==> config.mk <==
export PLATFORM = sky130hd
export DESIGN_NAME = rr_queue_arbiter
export DESIGN_NICKNAME = d
export VERILOG_FILES = /design/src/rtl/rr_queue_arbiter_pkg.sv /design/src/rtl/rr_queue_arbiter_tagged_queue.sv /design/src/rtl/rr_queue_arbiter.sv
export SDC_FILE = /design/constraint.sdc
export NUM_CORES = 1
export LEC_CHECK = 0
export ABC_AREA = 0
export ABC_CLOCK_PERIOD_IN_PS = 2500
export BUFFER_PORTS_ARGS = -buffer_cell sky130_fd_sc_hd__buf_4
export CORE_MARGIN = 4
export CORE_UTILIZATION = 48
export CTS_CLUSTER_DIAMETER = 100
export CTS_CLUSTER_SIZE = 16
export DETAILED_ROUTE_END_ITERATION = 8
export HOLD_SLACK_MARGIN = 0.1
export PLACE_DENSITY = 0.78
export SKIP_CTS_REPAIR_TIMING = 1
export SYNTH_ARGS = -nofsm -noshare
export SYNTH_HDL_FRONTEND = slang
export SYNTH_HIERARCHICAL = 1
export SYNTH_SLANG_ARGS = --single-unit
export TNS_END_PERCENT = 100
==> constraint.sdc <==
create_clock -name clk -period 2.5 [get_ports clk]
set_clock_uncertainty 0.05 [all_clocks]
set_input_delay 0 -clock clk [delete_from_list [all_inputs] [get_ports clk]]
set_output_delay 0 -clock clk [all_outputs]
set_load 0.01 [all_outputs]
==> src/rtl/rr_queue_arbiter_pkg.sv <==
// Shared definitions for the round-robin queue arbiter.
//   id_width()      : tag / pointer width helper, never narrower than 1 bit
//   burst_state_e   : burst FSM encoding (IDLE = unlocked, BURST = locked)
//   q_entry_t       : queue entry layout {chosen, bits} at the default widths
package rr_queue_arbiter_pkg;

   function automatic int id_width(input int n);
      return (n <= 2) ? 1 : $clog2(n);
   endfunction

   typedef enum logic {
      ST_IDLE  = 1'b0,
      ST_BURST = 1'b1
   } burst_state_e;

   localparam int DEF_N_REQ  = 4;
   localparam int DEF_DATA_W = 8;
   localparam int DEF_ID_W   = id_width(DEF_N_REQ);

   // The queue sub-module declares the same layout with its own parameter widths.
   typedef struct packed {
      logic [DEF_ID_W-1:0]   chosen;
      logic [DEF_DATA_W-1:0] bits;
   } q_entry_t;

endpackage

==> src/rtl/rr_queue_arbiter_tagged_queue.sv <==
// ENTRIES-deep decoupled queue of {chosen, bits} entries.
//   clk, reset        : clock, asynchronous active-high reset
//   enq_valid_i/ready_o, enq_chosen_i, enq_bits_i : write side
//   deq_valid_o/ready_i, deq_chosen_o, deq_bits_o : read side (head)
// No flow-through and no pipe mode: a full queue refuses enq even when the
// head is being dequeued in the same cycle, which keeps enq_ready_o a pure
// function of registered state.
module rr_queue_arbiter_tagged_queue
   import rr_queue_arbiter_pkg::*;
#(
   parameter int ID_W    = 2,
   parameter int DATA_W  = 8,
   parameter int ENTRIES = 2
) (
   input  logic              clk,
   input  logic              reset,
   input  logic              enq_valid_i,
   output logic              enq_ready_o,
   input  logic [ID_W-1:0]   enq_chosen_i,
   input  logic [DATA_W-1:0] enq_bits_i,
   output logic              deq_valid_o,
   input  logic              deq_ready_i,
   output logic [ID_W-1:0]   deq_chosen_o,
   output logic [DATA_W-1:0] deq_bits_o
);

   localparam int PTR_W = id_width(ENTRIES);

   typedef struct packed {
      logic [ID_W-1:0]   chosen;
      logic [DATA_W-1:0] bits;
   } entry_t;

   entry_t           mem_q [ENTRIES];
   logic [PTR_W-1:0] enq_ptr_q;
   logic [PTR_W-1:0] deq_ptr_q;
   logic             maybe_full_q;

   logic ptr_match, empty, full, do_enq, do_deq;

   assign ptr_match    = (enq_ptr_q == deq_ptr_q);
   assign empty        = ptr_match & ~maybe_full_q;
   assign full         = ptr_match &  maybe_full_q;
   assign enq_ready_o  = ~full;
   assign deq_valid_o  = ~empty;
   assign do_enq       = enq_valid_i & ~full;
   assign do_deq       = deq_ready_i & ~empty;
   assign deq_chosen_o = mem_q[deq_ptr_q].chosen;
   assign deq_bits_o   = mem_q[deq_ptr_q].bits;

   // Storage carries no reset; occupancy is tracked by the pointers alone.
   always_ff @(posedge clk) begin
      if (do_enq) begin
         mem_q[enq_ptr_q] <= '{chosen: enq_chosen_i, bits: enq_bits_i};
      end
   end

   // ENTRIES is a power of two, so the pointers wrap on plain overflow.
   always_ff @(posedge clk or posedge reset) begin
      if (reset) begin
         enq_ptr_q    <= '0;
         deq_ptr_q    <= '0;
         maybe_full_q <= 1'b0;
      end else begin
         if (do_enq) enq_ptr_q <= enq_ptr_q + PTR_W'(1);
         if (do_deq) deq_ptr_q <= deq_ptr_q + PTR_W'(1);
         if (do_enq != do_deq) maybe_full_q <= do_enq;
      end
   end

endmodule

==> src/rtl/rr_queue_arbiter.sv <==
// Round-robin arbiter feeding one shared tagged queue.
//   clk, reset                 : clock, asynchronous active-high reset
//   io_in_valid/ready/bits     : N_REQ decoupled requesters, payload i at [i*DATA_W +: DATA_W]
//   io_out_valid/ready         : queue head handshake
//   io_out_bits/chosen         : queue head payload and source index
//
// Burst FSM
//   state    | meaning
//   ST_IDLE  | unlocked; grant is the first valid requester from rr_ptr upward
//   ST_BURST | locked to lock_id until BEATS transfers have completed
module rr_queue_arbiter
   import rr_queue_arbiter_pkg::*;
#(
   parameter int N_REQ   = 4,
   parameter int DATA_W  = 8,
   parameter int ENTRIES = 2,
   parameter int BEATS   = 1,
   localparam int ID_W   = id_width(N_REQ)
) (
   input  logic                    clk,
   input  logic                    reset,
   input  logic [N_REQ-1:0]        io_in_valid,
   output logic [N_REQ-1:0]        io_in_ready,
   input  logic [N_REQ*DATA_W-1:0] io_in_bits,
   output logic                    io_out_valid,
   input  logic                    io_out_ready,
   output logic [DATA_W-1:0]       io_out_bits,
   output logic [ID_W-1:0]         io_out_chosen
);

   localparam int              CNT_W     = id_width(BEATS);
   localparam logic [CNT_W-1:0] LAST_BEAT = CNT_W'(BEATS - 1);

   burst_state_e      state_q, state_d;
   logic [ID_W-1:0]   rr_ptr_q, rr_ptr_d;
   logic [ID_W-1:0]   lock_id_q, lock_id_d;
   logic [CNT_W-1:0]  beat_cnt_q, beat_cnt_d;

   logic [ID_W-1:0]   grant;
   logic              grant_exists;
   logic [DATA_W-1:0] grant_bits;
   logic              enq_valid, enq_ready, fire;

   function automatic logic [ID_W-1:0] wrap_add(input logic [ID_W-1:0] base, input int off);
      int s;
      s = int'(base) + off;
      if (s >= N_REQ) s = s - N_REQ;
      return ID_W'(s);
   endfunction

   // Scan offsets from highest to lowest so the nearest valid requester
   // (smallest offset from rr_ptr) is the last assignment and wins.
   always_comb begin
      grant        = rr_ptr_q;
      grant_exists = 1'b0;
      if (state_q == ST_BURST) begin
         grant        = lock_id_q;
         grant_exists = 1'b1;
      end else begin
         for (int k = N_REQ - 1; k >= 0; k--) begin
            if (io_in_valid[wrap_add(rr_ptr_q, k)]) begin
               grant        = wrap_add(rr_ptr_q, k);
               grant_exists = 1'b1;
            end
         end
      end
   end

   assign grant_bits = io_in_bits[int'(grant)*DATA_W +: DATA_W];
   assign enq_valid  = grant_exists & io_in_valid[grant];
   assign fire       = enq_valid & enq_ready;

   // enq_ready depends only on queue registers, so io_out_ready never
   // reaches io_in_ready combinationally.
   always_comb begin
      io_in_ready = '0;
      if (grant_exists & enq_ready) io_in_ready[grant] = 1'b1;
   end

   always_comb begin
      state_d    = state_q;
      rr_ptr_d   = rr_ptr_q;
      lock_id_d  = lock_id_q;
      beat_cnt_d = beat_cnt_q;
      if (fire) begin
         unique case (state_q)
            ST_IDLE: begin
               if (BEATS == 1) begin
                  rr_ptr_d = wrap_add(grant, 1);
               end else begin
                  state_d    = ST_BURST;
                  lock_id_d  = grant;
                  beat_cnt_d = CNT_W'(1);
               end
            end
            ST_BURST: begin
               if (beat_cnt_q == LAST_BEAT) begin
                  state_d    = ST_IDLE;
                  beat_cnt_d = '0;
                  rr_ptr_d   = wrap_add(lock_id_q, 1);
               end else begin
                  beat_cnt_d = beat_cnt_q + CNT_W'(1);
               end
            end
            default: ;
         endcase
      end
   end

   always_ff @(posedge clk or posedge reset) begin
      if (reset) begin
         state_q    <= ST_IDLE;
         rr_ptr_q   <= '0;
         lock_id_q  <= '0;
         beat_cnt_q <= '0;
      end else begin
         state_q    <= state_d;
         rr_ptr_q   <= rr_ptr_d;
         lock_id_q  <= lock_id_d;
         beat_cnt_q <= beat_cnt_d;
      end
   end

   rr_queue_arbiter_tagged_queue #(
      .ID_W    (ID_W),
      .DATA_W  (DATA_W),
      .ENTRIES (ENTRIES)
   ) u_queue (
      .clk          (clk),
      .reset        (reset),
      .enq_valid_i  (enq_valid),
      .enq_ready_o  (enq_ready),
      .enq_chosen_i (grant),
      .enq_bits_i   (grant_bits),
      .deq_valid_o  (io_out_valid),
      .deq_ready_i  (io_out_ready),
      .deq_chosen_o (io_out_chosen),
      .deq_bits_o   (io_out_bits)
   );

endmodule

==> results.tsv <==
metric	value	unit
viasPerCell	5.37	
syn_area_per_cell	11.0	µm²
grt_overflow	0	
vdd_drop_max	0.000675	V
rows	19	
numPortBuffers	53	
post-route-period-util	88.4	%
worstMarginPinSlew	619	ps
clk_pin_slew_worst_paths	150	ps
synth_top_area_share	41.8	%
slowest_stage	dfrtp_1	
grt_use_total	18.3	%
grt_pass1_wl	5820	µm
setup_viol	0	
placed_cell_area	1830	µm²
period_needed	2210	ps
required	2450	ps
core-area	2810	µm²
drc	0	
diodes	0	
numCtsBuffers	3	
dp_hpwl	2670	µm
root_buffer	clkbuf_4	
status	finished clean	
cts_tree	built	
clk-insertion-delay-late	320	ps
leakage	0.951	nW
synth_top_area_cell	edfxtp_1	
clock_sinks	25	
drv_slew	0	
seq_area_frac_synth	50.5	%
fin_cells	244	
fin_area	2160	µm²
syn_area	1440	µm²
synth_warnings	6	
drtIter0Drc	64	
wl	4020	µm
start_util	51.2	%
dr.pass1.iters	4	
critPathMaxFanout	9	
rsz0062_at_grt	no	
maxCapViolCount	0	
place.gp.congestion	0.811	
critical_path_arrival	2160	ps
max_stage_delay	450	ps
synthCells	130	
vias	1310	
hold_viol_final	0	
synth_cell_types	36	
relSlewSlack	58.7	%
path_cells	and3b_1, a2111oi_1, or2_4, buf_4, ha_1, and3_1, buf_4	
final_nets	257	
synthToLayoutAreaGrowth	50.3	%
antenna_left	0	
wire_per_inst	16.5	µm
syn_nets	173	
endpoint_kind	output port	
synth-seq-cells	25	
hold_path.class	in2reg	
critPathKind	reg2out	
cpMostUsedCell	buf_4	
io_pins	54	
finalSetupTns	0	ps
dp_cells	210	
p_per_area	1100	nW/µm²
synthTopCellsByArea	edfxtp_1, dfrtp_1, nand2_1	
antenna_found_initial	0	
htree_num_levels	1	
clk_path_buf_depth	2	
cp-start-kind	register	
die_h	62.7	µm
max_freq	452	MHz
grt_pass1_vias	1237	
die-width	62.7	µm
die_area	3930	µm²
drive_above_1_share	35.2	%
grt_max_degree	23	
cell usage in the layout, fill, tap and decap left out, types with 2 or more instances in the layout:
cell type      instances
a21oi_1                8
a32oi_1                8
and3_1                 4
buf_4                 56
clkbuf_4               3
dfrtp_1                5
dlygate4sd3_1         30
edfxtp_1              20
ha_1                   4
inv_1                  7
mux2_1                 4
mux2_2                 7
nand2_1               29
nor2_1                 3
o21ai_0                2
o21ai_1                2
final timing paths:
kind                                    startpoint  slack [ps]                       endpoint  cells after the start
max in group asynchronous                    reset        1630  u_queue/enq_ptr_q$_DFFE_PP0P_                      4
setup reg to reg           rr_ptr_q[1]$_DFFE_PP0P_         540  u_queue/mem_q[1][0]$_DFFE_PP_                      6
min in group asynchronous                    reset         600        rr_ptr_q[0]$_DFFE_PP0P_                      4
hold / removal                       io_in_bits[7]          70  u_queue/mem_q[0][7]$_DFFE_PP_                      3
hold reg to reg            rr_ptr_q[0]$_DFFE_PP0P_         530        rr_ptr_q[0]$_DFFE_PP0P_                      2
setup / recovery           rr_ptr_q[1]$_DFFE_PP0P_         290                 io_in_ready[2]                      7
Yosys cell counts (all sizes together):
cell type and number:
mux2i 1, nor3 1, a21oi 9, nand3 1, mux2 11, nor2b 1
o21a 1, o221a 1, and3 4, a21boi 2, ha 4, a2bb2oi 2
buf 7, and3b 1, inv 8, and2 1, or2 1, edfxtp 20
xnor2 1, o21ai 4, dfrtp 5, o311ai 1, a32oi 8, and2b 1
nor2 3, a2111oi 1, nand2 30
stage by stage:
stage          hold WS [ps]  setup WS (ps)  power (W)  utilization (%)
3_3_place_gp           -177            549    0.00207             65.1
3_5_place_dp           -178            455    0.00213             65.1
6_report               66.6            289    0.00237             77.0
5_1_grt                 103           91.6    0.00254             77.0
4_1_cts                -532            151    0.00231             66.2
2_1_floorplan          -309            612    0.00170                -
routing by layer:
metal	global-route usage (%)	up-vias	part of all wire, %
met1	23.3	630	39
met3	4.14	2	4.2
li1	-	640	-
met5	0	-	0
met2	31.0	38	56
met4	4.96	0	0.47
layout make-up:
| cell class | instances | area [µm²] |
|---|---|---|
| sequential | 25 | 726 |
| timing repair buffer | 86 | 721 |
| fill | 181 | 646 |
| multi-input combinational | 90 | 612 |
| tap | 31 | 38.8 |
| inverter | 8 | 32.5 |
| clock buffer | 3 | 22.5 |
| clock inverter | 1 | 7.51 |
where the power goes:
part           internal (W)  switching [W]  leakage (nW)  total (W)
sequential         0.000757       0.000127         0.247   0.000884
clock             0.0000611       0.000126        0.0139   0.000187
combinational      0.000618       0.000680         0.690    0.00130
total               0.00144       0.000933         0.951    0.00237
critical path, delay by kind of cell (launching register included):
kind / cells / cell delay [ps]
buf+inv: 2 / 300
fa+ha+maj: 1 / 160
compound gates: 1 / 340
flops: 1 / 450
simple gates: 3 / 590
state kept, by name, indices dropped and copies added (netlist names):
register / cells
u_queue/deq_ptr_q: 1
u_queue/mem_q: 20
u_queue/enq_ptr_q: 1
rr_ptr_q: 2
u_queue/maybe_full_q: 1
logic make-up (layout without fill, tap and decap cells):
logic type,after synthesis,after routing,synth area share (%)
xor+xnor,1,1,0.610
buf+inv,15,98,7.06
fa+ha+maj,4,4,3.48
mux,12,12,9.32
compound gates,29,29,15.2
simple gates,44,44,13.8
flops,25,25,50.5
No activity file was read; power rests on OpenSTA's default activity.
